[config.mk]
export PLATFORM = sky130hd
export DESIGN_NAME = mod_addsub_precompute
export DESIGN_NICKNAME = d
export VERILOG_FILES = /design/src/rtl/mod_addsub_precompute.sv
export SDC_FILE = /design/constraint.sdc
export NUM_CORES = 1
export LEC_CHECK = 0
export ABC_CLOCK_PERIOD_IN_PS = 3900
export BUFFER_PORTS_ARGS = -buffer_cell sky130_fd_sc_hd__buf_4
export CORE_UTILIZATION = 57
export CTS_BUF_LIST = sky130_fd_sc_hd__clkbuf_4 sky130_fd_sc_hd__clkbuf_8 sky130_fd_sc_hd__clkbuf_16
export DETAILED_ROUTE_END_ITERATION = 12
export PLACE_DENSITY = 0.91
export SLEW_MARGIN = 20
export SYNTH_ARGS = -nofsm -noshare
export SYNTH_HDL_FRONTEND = slang
export SYNTH_SLANG_ARGS = --single-unit
[constraint.sdc]
create_clock -name clk -period 3.9 [get_ports clk]
set_clock_uncertainty 0.1 [all_clocks]
set_input_delay 0.78 -clock clk [delete_from_list [all_inputs] [get_ports clk]]
set_output_delay 0.78 -clock clk [all_outputs]
set_load 0.1 [all_outputs]
[src/rtl/mod_addsub_precompute.sv]
// ---------------------------------------------------------------------------
// mod_addsub_precompute
//
// Second stage of the modular adder/subtractor. Each operation passes through
// two register stages. S1 holds the raw sum/difference with its carry/borrow.
// S2 holds both candidate results and the flag that tells the downstream
// chooser which candidate is the reduced result.
//
// Ports
//   clk              rising-edge clock
//   rst_n            synchronous active-low reset
//   in_valid         upstream offers an operation
//   in_ready         an offered operation is taken this cycle
//   op               0 = x+y mod m, 1 = x-y mod m
//   x, y             operands (nominally < m)
//   m                modulus (nominally >= 1)
//   out_valid        v/w/condition_result hold a valid result
//   out_ready        downstream takes the result this cycle
//   v                uncorrected result
//   w                modulus-corrected result
//   condition_result 1 = final result is w, 0 = final result is v
// ---------------------------------------------------------------------------
module mod_addsub_precompute #(
  parameter int WIDTH = 4
) (
  input  logic             clk,
  input  logic             rst_n,
  input  logic             in_valid,
  output logic             in_ready,
  input  logic             op,
  input  logic [WIDTH-1:0] x,
  input  logic [WIDTH-1:0] y,
  input  logic [WIDTH-1:0] m,
  output logic             out_valid,
  input  logic             out_ready,
  output logic [WIDTH-1:0] v,
  output logic [WIDTH-1:0] w,
  output logic             condition_result
);

  logic             s1Valid_q, s1Valid_d;
  logic             s1Op_q, s1Op_d;
  logic [WIDTH-1:0] s1M_q, s1M_d;
  logic [WIDTH:0]   s1Raw_q, s1Raw_d;

  logic             s2Valid_q, s2Valid_d;
  logic [WIDTH-1:0] s2V_q, s2V_d;
  logic [WIDTH-1:0] s2W_q, s2W_d;
  logic             s2Cond_q, s2Cond_d;

  logic             s2Adv;
  logic             s1Adv;
  logic [WIDTH:0]   rawValue;

  // A stage may load whenever it is empty or the stage after it is moving.
  // in_ready therefore follows out_ready combinationally through both stages.
  assign s2Adv    = !s2Valid_q || out_ready;
  assign s1Adv    = !s1Valid_q || s2Adv;
  assign in_ready = s1Adv;

  // The raw value is one bit wider than the operands. For add the extra bit
  // is the carry; for subtract it is the two's-complement borrow.
  always_comb begin
    if (op) begin
      rawValue = {1'b0, x} - {1'b0, y};
    end else begin
      rawValue = {1'b0, x} + {1'b0, y};
    end
  end

  // S1 next state: take new data only when an operation is offered. When the
  // stage advances with nothing offered, only the valid bit clears.
  always_comb begin
    s1Valid_d = s1Valid_q;
    s1Op_d    = s1Op_q;
    s1M_d     = s1M_q;
    s1Raw_d   = s1Raw_q;
    if (s1Adv) begin
      s1Valid_d = in_valid;
      if (in_valid) begin
        s1Op_d  = op;
        s1M_d   = m;
        s1Raw_d = rawValue;
      end
    end
  end

  // S2 next state: form both candidates from S1. For add, the comparison is
  // done at full raw width so a carry-out always selects the corrected value.
  // For subtract, a borrow means the difference went negative and needs +m.
  always_comb begin
    s2Valid_d = s2Valid_q;
    s2V_d     = s2V_q;
    s2W_d     = s2W_q;
    s2Cond_d  = s2Cond_q;
    if (s2Adv) begin
      s2Valid_d = s1Valid_q;
      if (s1Valid_q) begin
        s2V_d = s1Raw_q[WIDTH-1:0];
        if (s1Op_q) begin
          s2W_d    = s1Raw_q[WIDTH-1:0] + s1M_q;
          s2Cond_d = s1Raw_q[WIDTH];
        end else begin
          s2W_d    = s1Raw_q[WIDTH-1:0] - s1M_q;
          s2Cond_d = (s1Raw_q >= {1'b0, s1M_q});
        end
      end
    end
  end

  // Pipeline registers. Reset discards anything in flight and zeroes the data
  // so the outputs read as zero until new work arrives.
  always_ff @(posedge clk) begin
    if (!rst_n) begin
      s1Valid_q <= 1'b0;
      s1Op_q    <= 1'b0;
      s1M_q     <= '0;
      s1Raw_q   <= '0;
      s2Valid_q <= 1'b0;
      s2V_q     <= '0;
      s2W_q     <= '0;
      s2Cond_q  <= 1'b0;
    end else begin
      s1Valid_q <= s1Valid_d;
      s1Op_q    <= s1Op_d;
      s1M_q     <= s1M_d;
      s1Raw_q   <= s1Raw_d;
      s2Valid_q <= s2Valid_d;
      s2V_q     <= s2V_d;
      s2W_q     <= s2W_d;
      s2Cond_q  <= s2Cond_d;
    end
  end

  assign out_valid        = s2Valid_q;
  assign v                = s2V_q;
  assign w                = s2W_q;
  assign condition_result = s2Cond_q;

endmodule

After elaboration in Yosys (flattened, before gate mapping)
Index checks and enable logic that the tools add are counted.
{"block": "word_totals", "register_bits": 21, "input_bits": 17, "output_inout_bits": 11, "wordCells": 22}
{"block": "classes", "addsub": 4, "order_cmp": 1, "muxes": 3, "reduce_logical": 6}
{"operator": "$add A4 B4 Y5", "n": 1}
{"operator": "$ge A5 B4 Y1", "n": 1}
{"operator": "$mux W5", "n": 1}
{"operator": "$sub A4 B4 Y5", "n": 1}
{"operator": "$add A4 B4 Y4", "n": 1}
{"operator": "$mux W4", "n": 1}
{"operator": "$reduce_and A2 Y1", "n": 2}
{"operator": "$sub A4 B4 Y4", "n": 1}
{"operator": "$logic_not A1 Y1", "n": 2}
{"operator": "$logic_or A1 B1 Y1", "n": 2}
{"operator": "$mux W1", "n": 1}

Logic depth before layout (Yosys ltp)
{"block": "depth", "depth_word": 4, "depth_mapped": 10, "depth_no_buf": 10}

Worst setup path before layout
Ideal clock, no wire load.
{"block": "synth_path", "path_kind": "input to register", "startpoint": "input y[0]", "endpoint": "register s1Raw_q[4]", "setup_time_ns": 0.116, "arrival_time_ns": 2.210, "t_required_ns": 3.684, "slack_ns": 1.473, "stages": 9, "n_path_buf": 0, "path_cell_list": "inv_1 > ha_1 > mux2i_1 > fa_1 > a21o_1 > a21oi_1 > xnor2_1 > nand2_1 > o211a_1"}
{"block": "synth_between", "elab_chain_cells": 2, "word_cells_on_any_way": 3, "cone_classes": "2 x add/sub; 1 x mux"}
{"element": "start: declaration", "line": "32", "text": "input logic [WIDTH-1:0] y,"}
{"element": "$add A4 B4 Y5 / $sub A4 B4 Y5 (equally long branches)", "line": "67, 65"}
{"element": "$mux W5 *", "line": "64", "text": "if (op) begin"}
{"element": "end signal: assignment", "line": "127", "text": "s1Raw_q <= s1Raw_d;"}
{"element": "end: declaration", "line": "44", "text": "logic [WIDTH:0] s1Raw_q, s1Raw_d;"}
Mark *: on every way between the ends. The rest lies on a longest branch, timed or not.
A chain may end at the register's enable or synchronous reset.

Worst setup path after layout
Ends and elaborated chain as after synthesis.

==> results.txt <==
hold path start: v[1]
Routed WL: 2.34 mm
CP max stage cell: fa_1
Max Cap Viol: 0
syn_nets: 173
metal1 wirelength: 959 um
Sum Neg Setup Slack: 0 ps
R2R Path Start: s1M_q[0]
number of diodes: 0
combinational share of power: 33.2%
router iterations before antenna repair: 4
sequential share of the synthesized area: 33.7%
final worst slack: 1600 ps
Critical Path RT: 4010 ps
Fillers: 152
hold depth: 2
drt first-iter violations: 14
I/O Buffers: 27
Routed Antenna Nets: 0
Syn Inst Count: 141
Layout area overhead: 19.2%
Root Buffer: clkbuf_4
CP peak stage delay: 450 ps
Slew @ Worst Pin: 283 ps
Setup WS pre-CTS: 1270 ps
Fin. Hold Viols: 0
metal2 WL: 1.27 mm
min-delay worst type: reg -> reg
sw frac: 35.0%
drt wl/cell: 12.0 um
layout net count: 201
first-pass GRT wire length: 4.13 mm
Critical Path Sink Type: flip-flop
CTS max path bufs: 2
die area: 2380 um^2
IO Pins: 28
Slew Viols, Final: 0
post_cts resized: 0
gr usage total: 22.6%
vias in the first global route: 968
critical path type: in -> reg
initial antenna violation count: 0
Highest Signal Layer: met4
Initial Util: 62.4%
post-synth top area share: 33.7%
fraction of layout cells with a size suffix above 1: 21.4%
PD cells: 358 nW/um^2
R2R depth: 8
DR DRC count: 0
CORE AREA: 2000 um^2
total net switching power: 187 uW
hold buffer count at cts: 0
Ys Warns: 0
clock latency on the worst-skew pair: 300 ps
crit start category: input port
Die Ht: 48.8 um
leading area contributor after synthesis: dfxtp_1
CTS Buf Count: 3
Post-CTS Setup Bufs: 0
Avg Inst Size Synth: 8.86 um^2
period utilisation layout: 59.1%
post-DR vias/cell: 5.26
clock sink count: 21
fin crit period: 2300 ps
Max Freq: 0.434 GHz
H-Tree Depth: 1
Seq pwr share: 45.9%
Reg clk slew, reported paths: 110 ps
Placer Congestion: 0.762
CP Max Fanout: 3
grt total ovfl: 0
reg2reg setup slack: 1780 ps
reg2reg end: w[3]
Pint: 347 uW
Reg area: 420 um^2
WHS Endpoint: v[1]
Die W: 48.8 um
count of cell types in the netlist: 30
Max rail drop VDD: 0.227 mV
WP data arrival: 2410 ps
synth top area cells: dfxtp_1 34%, ha_1 13%, nand2_1 9.0%
clock share of power: 20.9%
placed wire-length estimate: 1.83 mm
routed length on met3: 75 um
RSZ-0062 raised after global routing: no
CTS tree: done
setup violators final: 0
Multi-input gate area: 764 um^2
Synth Cell Area: 1250 um^2
Yosys reg bits: 21
critical-path cell list: buf_4, inv_1, ha_1, mux2i_1, fa_1, a21o_1, a21oi_1, xnor2_1, nand2_1, o211a_1
DR vias: 1,025
status: completed
FP Rows: 16
Slew HR: 80.6%
largest net degree at the start of global routing: 25
Leakage Power: 0.724 nW
==> power groups by stage <==
stage	Sequential (mW)	Combinational (mW)	Clock, mW
after floorplan	0.293	0.0895	0
after global placement	0.248	0.170	0
after detailed placement	0.250	0.176	0
after CTS	0.245	0.178	0.113
after global routing	0.247	0.195	0.123
final	0.245	0.177	0.111
==> layout by cell type (no fill, tap or decap) <==
cell and n:
nand3b_1 1, nor2b_4 2, a21boi_0 11, mux2i_1 1, fa_1 2, ha_1 13, a21o_1 3, clkbuf_4 4
buf_4 27, dfxtp_1 21, a31oi_1 2, nor3_1 2, xor2_1 1, nor2b_1 2, inv_1 10, nand2_4 1
nand3_1 2, mux2_2 1, nand2_1 30, xnor2_1 8, nand4_1 1, o211ai_1 1, a21oi_1 7, nand2b_1 2
o21ai_0 2, and2_4 1, o21a_1 1, nor2_1 4, o211a_1 5
==> state kept, by name (all words and copies together) (netlist names) <==
| signal | count |
|---|---|
| out_valid | 1 |
| s1Valid_q | 1 |
| s1Raw_q | 5 |
| condition_result | 1 |
| s1M_q | 4 |
| v | 4 |
| s1Op_q | 1 |
| w | 4 |
==> per-layer routing <==
metal | up-vias | GRT usage (%)
met4 | 0 | 8.82
met2 | 25 | 41.9
met5 | - | 0
met3 | 4 | 2.18
met1 | 470 | 26.4
li1 | 526 | -
==> worst max-delay path: cells and delay by family <==
family          cells  cell delay [ps]
buf+inv             2              140
compound gates      3              470
xor+xnor            1              130
fa+ha+maj           2              720
simple gates        1               70
mux                 1              110
==> synthesized netlist by cell type <==
library cell and instances:
nand2_4 1, a21boi_0 11, a21oi_1 7, buf_4 1, nor3_1 2, o211a_1 5
buf_6 1, nor2b_4 2, xnor2_1 8, nor2_1 4, nand3_1 2, a21o_1 3
nand2_1 30, inv_1 10, nand2b_1 2, nand3b_1 1, mux2i_1 1, mux2_2 1
dfxtp_1 21, nor2b_1 2, nand4_1 1, xor2_1 1, fa_1 2, o21a_1 1
o21ai_0 2, ha_1 13, o211ai_1 1, clkbuf_1 2, a31oi_1 2, and2_4 1
==> layout make-up <==
class                   instances  share of cell area, %
multi-input cells             106                   51.3
flip-flops and latches         21                   28.2
repair buffers                 27                   13.6
inverters                      10                   2.52
well taps                      27                   2.27
clock buffers                   4                   2.02
==> per-stage QoR <==
step / cells / hold WS, ps / utilization [%] / total power, mW / cell area (um^2)
6_report: 195 / 371 / 74.4 / 0.533 / 1490
3_5_place_dp: 191 / 359 / 72.9 / 0.425 / 1460
2_1_floorplan: 141 / 343 / - / 0.382 / 1250
5_1_grt: 195 / 391 / 74.4 / 0.565 / 1490
4_1_cts: 195 / 375 / 74.4 / 0.536 / 1490
3_3_place_gp: 191 / 351 / 72.9 / 0.418 / 1460
==> worst max path at each step <==
| stage | endpoint | startpoint | slack (ps) |
|---|---|---|---|
| 6_report | s1Raw_q[4] | y[0] | 1600 |
| 5_1_grt | s1Raw_q[4] | y[0] | 1500 |
| 4_1_cts | s1Raw_q[4] | y[0] | 1590 |
| 3_5_place_dp | s1Raw_q[4] | y[0] | 1270 |
| 3_3_place_gp | s1Raw_q[4] | y[0] | 1320 |
| 2_1_floorplan | s1Raw_q[4] | y[0] | 1470 |
==> cell families (layout without fill, tap and decap cells) <==
group | Yosys count | count (layout) | share of synthesized area [%]
compound gates | 32 | 32 | 18.2
xor+xnor | 9 | 9 | 6.31
fa+ha+maj | 15 | 15 | 16.2
buf+inv | 14 | 41 | 5.11
flops | 21 | 21 | 33.7
mux | 2 | 2 | 1.70
simple gates | 48 | 48 | 18.7
Note: power is estimated with default switching activity, not from simulation.
